<file path="src/rtl/cacheline_adapter_if.sv">
// Bus bundle between a cache's DFP port, the cacheline adapter and the burst memory.
// The adapter connects through the slave modport; the cache and memory side use master.
interface cacheline_adapter_if #(
  parameter int ADDR_BITS = 32,
  parameter int LINE_BITS = 256,
  parameter int BEAT_BITS = 64
);
  // Handshakes: dfp_read/dfp_write are held until the one-cycle dfp_resp; a bmem_read
  // command or a bmem_write beat transfers on a cycle where bmem_ready is also high;
  // bmem_rvalid carries one read beat per cycle and has no back-pressure.
  logic [ADDR_BITS-1:0] dfp_addr;
  logic                 dfp_read;
  logic                 dfp_write;
  logic [LINE_BITS-1:0] dfp_wdata;
  logic [LINE_BITS-1:0] dfp_rdata;
  logic                 dfp_resp;

  logic [ADDR_BITS-1:0] bmem_addr;
  logic                 bmem_read;
  logic                 bmem_write;
  logic [BEAT_BITS-1:0] bmem_wdata;
  logic                 bmem_ready;
  logic [ADDR_BITS-1:0] bmem_raddr;
  logic [BEAT_BITS-1:0] bmem_rdata;
  logic                 bmem_rvalid;

  logic                 addr_err;

  modport slave (
    input  dfp_addr, dfp_read, dfp_write, dfp_wdata,
    output dfp_rdata, dfp_resp,
    output bmem_addr, bmem_read, bmem_write, bmem_wdata,
    input  bmem_ready, bmem_raddr, bmem_rdata, bmem_rvalid,
    output addr_err
  );

  modport master (
    output dfp_addr, dfp_read, dfp_write, dfp_wdata,
    input  dfp_rdata, dfp_resp,
    input  bmem_addr, bmem_read, bmem_write, bmem_wdata,
    output bmem_ready, bmem_raddr, bmem_rdata, bmem_rvalid,
    input  addr_err
  );
endinterface

</file>
<file path="src/rtl/cacheline_adapter.sv">
// Serialises whole-line DFP reads/writes into BEATS-beat bmem bursts and reassembles reads.
// Optional CACHELINE_ADAPTER_ADDR_CHECK_EN: flag returning bursts whose address tag mismatches.
module cacheline_adapter #(
  parameter int ADDR_BITS = 32,
  parameter int LINE_BITS = 256,
  parameter int BEAT_BITS = 64
) (
  input  logic                 clk,
  input  logic                 rst,
  cacheline_adapter_if.slave   bus,
  output logic [2:0]           dbg_state
);
  localparam int BEATS    = LINE_BITS / BEAT_BITS;
  localparam int CNT_W    = (BEATS > 1) ? $clog2(BEATS) : 1;
  localparam int OFF_BITS = $clog2(LINE_BITS / 8);
  localparam logic [CNT_W-1:0] LAST = CNT_W'(BEATS - 1);

  typedef enum logic [2:0] {
    IDLE     = 3'd0,
    WR_BURST = 3'd1,
    RD_CMD   = 3'd2,
    RD_WAIT  = 3'd3,
    RESP     = 3'd4
  } state_t;

  state_t               state_q, state_d;
  logic [CNT_W-1:0]     cnt_q;
  logic [ADDR_BITS-1:0] addr_q;
  logic [LINE_BITS-1:0] line_q;
  logic                 err_q;
  logic                 cnt_last;
  logic                 rd_cmd, wr_beat, resp;

  assign cnt_last = (cnt_q == LAST);

  always_ff @(posedge clk) begin
    if (rst) begin
      state_q <= IDLE;
      cnt_q   <= '0;
      addr_q  <= '0;
      line_q  <= '0;
      err_q   <= 1'b0;
    end else begin
      state_q <= state_d;
      case (state_q)
        IDLE: begin
          if (bus.dfp_write || bus.dfp_read)
            addr_q <= {bus.dfp_addr[ADDR_BITS-1:OFF_BITS], {OFF_BITS{1'b0}}};
          if (bus.dfp_write)
            line_q <= bus.dfp_wdata;
        end
        WR_BURST: begin
          if (bus.bmem_ready)
            cnt_q <= cnt_last ? '0 : cnt_q + 1'b1;
        end
        RD_WAIT: begin
          if (bus.bmem_rvalid) begin
            line_q[int'(cnt_q)*BEAT_BITS +: BEAT_BITS] <= bus.bmem_rdata;
            cnt_q <= cnt_last ? '0 : cnt_q + 1'b1;
`ifdef CACHELINE_ADAPTER_ADDR_CHECK_EN
            if (bus.bmem_raddr != addr_q)
              err_q <= 1'b1;
`endif
          end
        end
        default: ;
      endcase
    end
  end

  // Write takes priority when both requests are raised together.
  always_comb begin
    state_d = state_q;
    rd_cmd  = 1'b0;
    wr_beat = 1'b0;
    resp    = 1'b0;
    case (state_q)
      IDLE: begin
        if (bus.dfp_write)     state_d = WR_BURST;
        else if (bus.dfp_read) state_d = RD_CMD;
      end
      WR_BURST: begin
        wr_beat = 1'b1;
        if (bus.bmem_ready && cnt_last) state_d = RESP;
      end
      RD_CMD: begin
        rd_cmd = 1'b1;
        if (bus.bmem_ready) state_d = RD_WAIT;
      end
      RD_WAIT: begin
        if (bus.bmem_rvalid && cnt_last) state_d = RESP;
      end
      RESP: begin
        resp    = 1'b1;
        state_d = IDLE;
      end
      default: state_d = IDLE;
    endcase
  end

  assign bus.dfp_resp   = resp;
  assign bus.dfp_rdata  = line_q;
  assign bus.bmem_addr  = addr_q;
  assign bus.bmem_read  = rd_cmd;
  assign bus.bmem_write = wr_beat;
  assign bus.bmem_wdata = line_q[int'(cnt_q)*BEAT_BITS +: BEAT_BITS];
  assign dbg_state      = state_q;

`ifdef CACHELINE_ADAPTER_ADDR_CHECK_EN
  assign bus.addr_err = err_q;
  logic unused_bits;
  assign unused_bits = ^bus.dfp_addr[OFF_BITS-1:0];
`else
  assign bus.addr_err = 1'b0;
  logic unused_bits;
  assign unused_bits = ^{bus.dfp_addr[OFF_BITS-1:0], bus.bmem_raddr, err_q};
`endif
endmodule

</file>
<file path="src/flat_wrapper.sv">
// flat-port wrapper written by rule: the top's interface ports become plain ports
module cacheline_adapter_flat 
#(
  parameter int ADDR_BITS = 32,
  parameter int LINE_BITS = 256,
  parameter int BEAT_BITS = 64
)
  (clk, rst, dbg_state, bus_dfp_addr, bus_dfp_read, bus_dfp_write, bus_dfp_wdata, bus_dfp_rdata, bus_dfp_resp, bus_bmem_addr, bus_bmem_read, bus_bmem_write, bus_bmem_wdata, bus_bmem_ready, bus_bmem_raddr, bus_bmem_rdata, bus_bmem_rvalid, bus_addr_err);
  cacheline_adapter_if #(.ADDR_BITS(ADDR_BITS), .LINE_BITS(LINE_BITS), .BEAT_BITS(BEAT_BITS)) bus_i ();
  input  logic clk;
  input  logic rst;
  output logic [2:0] dbg_state;
  input wire logic [$bits(bus_i.dfp_addr)-1:0] bus_dfp_addr;
  input wire logic [$bits(bus_i.dfp_read)-1:0] bus_dfp_read;
  input wire logic [$bits(bus_i.dfp_write)-1:0] bus_dfp_write;
  input wire logic [$bits(bus_i.dfp_wdata)-1:0] bus_dfp_wdata;
  output wire logic [$bits(bus_i.dfp_rdata)-1:0] bus_dfp_rdata;
  output wire logic [$bits(bus_i.dfp_resp)-1:0] bus_dfp_resp;
  output wire logic [$bits(bus_i.bmem_addr)-1:0] bus_bmem_addr;
  output wire logic [$bits(bus_i.bmem_read)-1:0] bus_bmem_read;
  output wire logic [$bits(bus_i.bmem_write)-1:0] bus_bmem_write;
  output wire logic [$bits(bus_i.bmem_wdata)-1:0] bus_bmem_wdata;
  input wire logic [$bits(bus_i.bmem_ready)-1:0] bus_bmem_ready;
  input wire logic [$bits(bus_i.bmem_raddr)-1:0] bus_bmem_raddr;
  input wire logic [$bits(bus_i.bmem_rdata)-1:0] bus_bmem_rdata;
  input wire logic [$bits(bus_i.bmem_rvalid)-1:0] bus_bmem_rvalid;
  output wire logic [$bits(bus_i.addr_err)-1:0] bus_addr_err;
  assign bus_i.dfp_addr = bus_dfp_addr;
  assign bus_i.dfp_read = bus_dfp_read;
  assign bus_i.dfp_write = bus_dfp_write;
  assign bus_i.dfp_wdata = bus_dfp_wdata;
  assign bus_dfp_rdata = bus_i.dfp_rdata;
  assign bus_dfp_resp = bus_i.dfp_resp;
  assign bus_bmem_addr = bus_i.bmem_addr;
  assign bus_bmem_read = bus_i.bmem_read;
  assign bus_bmem_write = bus_i.bmem_write;
  assign bus_bmem_wdata = bus_i.bmem_wdata;
  assign bus_i.bmem_ready = bus_bmem_ready;
  assign bus_i.bmem_raddr = bus_bmem_raddr;
  assign bus_i.bmem_rdata = bus_bmem_rdata;
  assign bus_i.bmem_rvalid = bus_bmem_rvalid;
  assign bus_addr_err = bus_i.addr_err;
  cacheline_adapter #(.ADDR_BITS(ADDR_BITS), .LINE_BITS(LINE_BITS), .BEAT_BITS(BEAT_BITS)) u_core (.clk(clk), .rst(rst), .bus(bus_i), .dbg_state(dbg_state));
endmodule
</file>
<file path="config.mk">
export PLATFORM = sky130hd
export DESIGN_NAME = cacheline_adapter_flat
export DESIGN_NICKNAME = d
export VERILOG_FILES = /design/src/rtl/cacheline_adapter_if.sv /design/src/rtl/cacheline_adapter.sv /design/src/flat_wrapper.sv
export SDC_FILE = /design/constraint.sdc
export NUM_CORES = 1
export LEC_CHECK = 0
export BUFFER_PORTS_ARGS = -buffer_cell sky130_fd_sc_hd__buf_2
export CORE_AREA = 2 2 289 291
export CTS_BUF_LIST = sky130_fd_sc_hd__clkbuf_2 sky130_fd_sc_hd__clkbuf_4 sky130_fd_sc_hd__clkbuf_8
export CTS_CLUSTER_SIZE = 16
export DETAILED_ROUTE_END_ITERATION = 6
export DIE_AREA = 0 0 291 293
export HOLD_SLACK_MARGIN = 0.02
export PLACE_DENSITY = 0.42
export SLEW_MARGIN = 20
export SYNTH_ARGS = -nofsm -noshare
export SYNTH_HDL_FRONTEND = slang
export SYNTH_SLANG_ARGS = --single-unit
</file>
<file path="constraint.sdc">
create_clock -name clk -period 2.76 [get_ports clk]
set_clock_uncertainty 0.2 [all_clocks]
set_input_delay 0.138 -clock clk [delete_from_list [all_inputs] [get_ports clk]]
set_output_delay 0.138 -clock clk [all_outputs]
set_load 0.005 [all_outputs]
</file>
==> results of run 1 <==
==> power by group through the flow <==
stage               clock, mW  sequential [mW]  combinational [mW]
finish                   5.14             5.01                3.57
floorplan                   0             4.95                1.41
CTS                      5.28             5.00                3.55
global placement            0             5.06                2.89
detailed placement          0             5.08                2.91
global route             5.43             5.06                3.80
==> sequential cells by signal, indices dropped and copies added (netlist names) <==
signal / cells
u_core.bus.dfp_rdata: 256
u_core.bus.bmem_addr: 27
u_core.dbg_state: 3
u_core.cnt_q: 2
==> routing by layer <==
layer	track usage	vias up	part of all wire
li1	-	9707	-
met1	0.285	11100	0.41
met2	0.386	1220	0.49
met3	0.0364	216	0.075
met4	0.0829	2	0.032
met5	0	-	0.00012
==> kinds of logic (layout without fill, tap and decap cells) <==
group / after synthesis / in the layout / synth area share
AND/OR/NAND/NOR: 449 / 449 / 0.172
AO/OA/AOI/OAI: 796 / 796 / 0.331
flip-flops: 288 / 288 / 0.339
other: 1 / 14 / 0.000220
adder cells (fa/ha/maj): 6 / 6 / 0.00441
multiplexers: 65 / 65 / 0.0853
buffers and inverters: 268 / 1394 / 0.0685
==> critical path, delay by kind of cell (launching register included) <==
family,cells,cell delay (ns)
AO/OA/AOI/OAI,2,0.32
flip-flops,1,0.43
buffers and inverters,3,0.93
AND/OR/NAND/NOR,1,0.28
adder cells (fa/ha/maj),1,0.41
==> final cells by class <==
cell class	instances	area [um^2]	share of cell area
tap	1070	1340	0.0474
multi-input combinational	1322	10200	0.360
clock buffer	97	1220	0.0431
inverter	3	16.3	0.000576
clock inverter	9	105	0.00372
antenna	8	20.0	0.000709
sequential	288	5780	0.205
timing repair buffer	1285	9580	0.339
==> final timing paths <==
check	to	slack, ns	depth (start not counted)
hold reg to reg	u_core.bus.bmem_addr[9]$_SDFFE_PP0P_	0.28	2
setup reg to reg	u_core.bus.dfp_rdata[142]$_SDFFE_PP0P_	0.09	7
hold / removal	u_core.bus.dfp_rdata[100]$_SDFFE_PP0P_	0.10	4
setup / recovery	u_core.bus.dfp_rdata[142]$_SDFFE_PP0P_	0.09	7
==> per-stage QoR <==
step	setup slack (ns)	power, mW	util
2_1_floorplan	0.0555	6.36	-
3_3_place_gp	0.448	7.95	0.266
3_5_place_dp	0.395	7.99	0.266
4_1_cts	0.0252	13.8	0.345
5_1_grt	0.0155	14.3	0.345
6_report	0.0874	13.7	0.345
==> cell usage in the layout, fill, tap and decap left out, drive strengths merged, types with 2 or more instances in the layout <==
cell type	instances
buf	773
bufinv	2
nor3	2
o311ai	256
and4	5
o21ai	30
dlygate4sd3	512
a31oi	38
clkinvlp	2
nor3b	3
ha	6
dfxtp	288
nand2	39
nor2	5
nand2b	258
mux4	64
o21ba	4
and4b	63
conb	6
nand3	65
a32oi	64
a21oi	250
inv	5
a22oi	154
clkinv	3
diode	8
clkbuf	97
==> repair_timing <==
action | CTS | global route
buffers inserted | 0 | 1
hold endpoints to repair | 288 | 0
resized for setup | 0 | 2
hold buffers | 512 | 0
endpoints found under the setup margin | 0 | 50
==> impl_metrics.toml, run 1 <==
[global_route]
antenna_found_initial = 9
grt_pass1_wl_mm = 148
grt.overflow.total = 0
grt_max_degree = 72
grt_pass1_vias = 22700
grt_use_total = 0.225

[routing]
post_drt_via_cell_ratio = 5.44
ant_nets = 0
dr.pass1.iters = 6
drt_wl_total_mm = 102
routed-via-count = 22200
drt_iter0_markers = 1883
drt-wirelength-per-cell_um = 24.9
drc = 0

[sta]
final-setup-viol-count = 0
grt_setup_unrepaired = "no"
drv_slew = 0
post-route-min-period_ns = 2.67
slew_headroom = 0.268
tightest_slew_ns = 1.10
hold_ws_ns = 0.100
finalCritPeriodShare = 0.968
setup_tns_ns = 0
fmax_ghz = 0.374
hold_violations = 0

[pwr]
p_leak_nw = 11.5
p_sw_mw = 4.39
switching_share = 0.320
peakVddDrop_uv = 342
pwr-share-clk = 0.374
p_seq_frac = 0.365
internal_power_mw = 9.33
comb_power_share = 0.260
power_density_mw_per_mm2 = 486

[clock_tree]
cts_buffers = 60
clock_tree.buffer_depth = 3
clk_pin_slew_ns = 0.06
root_buffer = "clkbuf_8"
insertion_delay_ns = 0.67
htree_num_levels = 2
cts_sinks = 288
cts_tree = "built"

[logic_synthesis]
synth_area_leaders = "dfxtp_1 (34%), nand2b_1 (9.5%), mux4_2 (8.5%), o311ai_0 (8.2%), a21oi_1 (7.4%)"
synth_top_cell_area_share = 0.339
synth_edf_count = 0
ys_types = 39
ys_ff_latch = 288
syn_inst = 1873
synth_most_common_cell = "dfxtp_1"
seq_area_frac_synth = 0.339
synth_top_flop_cell = "dfxtp_1"
synth.cell_area_mm2 = 0.0170
syn_avg_cell_area_um2 = 9.09
async_flop_share = 0
synth_common_cells = "dfxtp_1 (288), nand2b_1 (258), a21oi_1 (250)"
yosysTopAreaCell = "dfxtp_1"
yosys_warnings = 0

[floorplanning]
ios = 749
core_area_mm2 = 0.0818
die_x_um = 291
start_util = 0.208
rows = 105
die_h_um = 293
die_area_mm2 = 0.0853

[worst_setup_path]
critPathKind = "flip-flop to flip-flop"
worstSetupStartpoint = "u_core.cnt_q[0]$_SDFFE_PP0P_"
cp_cell_sequence = "inv_1 > ha_2 > and4_4 > buf_12 > a32oi_1 > dlygate4sd3_1 > a21oi_1"
path_max_fanout = 30
cp-start-kind = "flip-flop"
cp_slowest_stage_delay_ns = 0.58
r2r_start = "u_core.cnt_q[0]$_SDFFE_PP0P_"
arrival_ns = 3.04
crit_slowest_cell = "dlygate4sd3_1"
critPathCaptureType = "flip-flop"
crit_required_ns = 3.13

[placement]
dpl-instance-area_mm2 = 0.0218
dp.cells = 3455
globalplace.congestion = 0.877
dp.final_hpwl_mm = 63.7
port_buffers = 705

[worst_hold_path]
worstHoldStart = "bus_dfp_wdata[100]"
min_path_type = "primary input to flip-flop"

[run]
maxCapViolCount = 0

[final_layout]
fillerInstances = 8482
areaGrowthSynthToFinish_pct = 65.9
final_area_mm2 = 0.0282
nNetsFinal = 3356
drive_gt1_frac = 0.323
layout.cells.non_filler = 4082

[run_status]
status = "finished, final reports clean"
No activity file was read; power rests on OpenSTA's default activity.
==> run 2, diff against run 1 <==
==> constraint.sdc (replaced) <==
create_clock -name clk -period 2.76 [get_ports clk]
set_clock_uncertainty 0.2 [all_clocks]
set_input_delay 0.414 -clock clk [delete_from_list [all_inputs] [get_ports clk]]
set_output_delay 0.414 -clock clk [all_outputs]
set_load 0.005 [all_outputs]
==> run 2 against run 1 <==
The flow now finishes with violations (setup timing). Final area decreased by 3.7%. Combinational power about the same. Global-route usage hardly changed. Cell count is 3.0% lower. Maximum frequency decreased by 3.5%. Highest routed layer unchanged. Utilization shrank 1.3 points. Setup slack got worse by 0.096 ns.
==> impl_metrics.toml, run 2 (same netlist as run 1, synthesis figures left out) <==
[run_status]
status = "finished with violations"
violations = "setup timing"

[placement]
port_buffers = 705
dp_worst_setup_slack_ns = 0.414
dp.cells = 3474
dp.final_hpwl_mm = 65.5
dpl-instance-area_mm2 = 0.0219
globalplace.congestion = 0.870

[routing]
dr_wl_met2_mm = 49.0
routed-via-count = 21700
drt_wl_total_mm = 103
post_drt_via_cell_ratio = 5.47
wl_met3_mm = 7.90
wl_met1_mm = 41.4
drt-wirelength-per-cell_um = 26.0
top_layer = "met5"
ant_nets = 0
dr.pass1.iters = 7
drc = 0
drt_iter0_markers = 1942

[sta]
hold_ws_ns = 0.148
slew_headroom = 0.400
finalCritPeriodShare = 1.00
fmax_ghz = 0.361
setup_tns_ns = -0.00838
drv_slew = 0
tightest_slew_ns = 0.900
hold_violations = 0
post-route-min-period_ns = 2.77
grt_setup_unrepaired = "yes"
final-setup-viol-count = 1
setup_slack_ns = -0.00838

[worst_setup_path]
cp_cell_sequence = "buf_12 > buf_16 > mux4_2 > buf_2"
critPathCaptureType = "primary output"
reg2reg_slack_ns = 0.09
arrival_ns = 2.15
cp-start-kind = "flip-flop"
crit_slowest_cell = "mux4_2"
crit_required_ns = 2.15
r2r_cells = 10
critPathKind = "flip-flop to primary output"
path_max_fanout = 10
cp_slowest_stage_delay_ns = 0.60
r2r_start = "u_core.cnt_q[0]$_SDFFE_PP0P_"
r2r_end = "u_core.bus.dfp_rdata[218]$_SDFFE_PP0P_"

[clock_tree]
cts_buffers = 61
cts_tree = "built"
root_buffer = "clkbuf_8"
cts_sinks = 288
clock_tree.buffer_depth = 3
insertion_delay_ns = 0.65
htree_num_levels = 2
clk_pin_slew_ns = 0.05

[final_layout]
layout_commonest_cell = "buf_2"
areaGrowthSynthToFinish_pct = 59.7
utilization = 0.332
nNetsFinal = 3231
final_area_mm2 = 0.0272
drive_gt1_frac = 0.349
layout.cells.non_filler = 3961
largest_reg_flops = 256
mostFrequentLayoutCells = "buf_2 (701), dlygate4sd3_1 (353), dfxtp_1 (283)"

[floorplanning]
die_x_um = 291
die_h_um = 293
rows = 105
start_util = 0.208
die_area_mm2 = 0.0853
ios = 749
core_area_mm2 = 0.0818

[run]
maxCapViolCount = 0

[global_route]
grt_pass1_vias = 21600
grt_pass1_wl_mm = 146
grt.overflow.total = 0
grt_use_total = 0.225
grt_max_degree = 102
antenna_found_initial = 7

[worst_hold_path]
min_path_type = "primary input to flip-flop"
worstHoldStart = "bus_bmem_rvalid"
hold_path_depth = 3
holdPathEnd = "u_core.dbg_state[2]$_SDFFE_PP0P_"

[pwr]
p_leak_nw = 11.1
power_density_mw_per_mm2 = 508
report.power.total_mw = 13.8
peakVddDrop_uv = 298
run 2: final cells by class:
type	count	area, um^2
Multi-Input combinational cell	1322	10200
Clock buffer	98	1250
Sequential cell	288	5780
Timing Repair Buffer	1159	8480
Clock inverter	15	133
Tap cell	1070	1340
Fill cell	8566	54700
Antenna cell	6	15.0
Inverter	3	16.3
run 2: how the worst max path moves through the flow:
stage / depth (start not counted) / start / slack, ns / to
floorplan: 9 / u_core.cnt_q[1]$_SDFFE_PP0P_ / 0.06 / u_core.bus.dfp_rdata[195]$_SDFFE_PP0P_
global placement: 4 / u_core.dbg_state[0]$_SDFFE_PP0P_ / 0.40 / u_core.bus.bmem_addr[19]$_SDFFE_PP0P_
detailed placement: 4 / u_core.dbg_state[0]$_SDFFE_PP0P_ / 0.41 / u_core.bus.bmem_addr[15]$_SDFFE_PP0P_
CTS: 4 / u_core.cnt_q[0]$_SDFFE_PP0P_ / -0.08 / bus_bmem_wdata[56]
global route: 5 / u_core.cnt_q[0]$_SDFFE_PP0P_ / -0.09 / bus_bmem_wdata[58]
finish: 4 / u_core.cnt_q[0]$_SDFFE_PP0P_ / -0.008 / bus_bmem_wdata[36]
run 2: critical path, delay by kind of cell, from the launching register on:
| kind | cells | cell delay [ns] |
|---|---|---|
| mux | 1 | 0.60 |
| buf+inv | 3 | 0.51 |
| flops | 1 | 0.37 |
run 2: what timing repair did:
item | CTS | global route
hold buffers | 353 | 0
gates resized for setup | 8 | 7
pin swaps | 0 | 1
cloned | 4 | 2
setup endpoints to repair | 65 | 123
endpoints found under the hold margin | 288 | 0
buffers inserted | 8 | 1
run 2: routing by layer:
metal  vias up  track usage
li1       9454            -
met1     10700        0.285
met2      1266        0.378
met3       246       0.0377
met4         2       0.0986
met5         -            0
run 2: power breakdown:
part | switching (mW) | internal [mW]
combinational | 1.79 | 1.76
sequential | 0.453 | 4.56
clock | 2.21 | 3.04
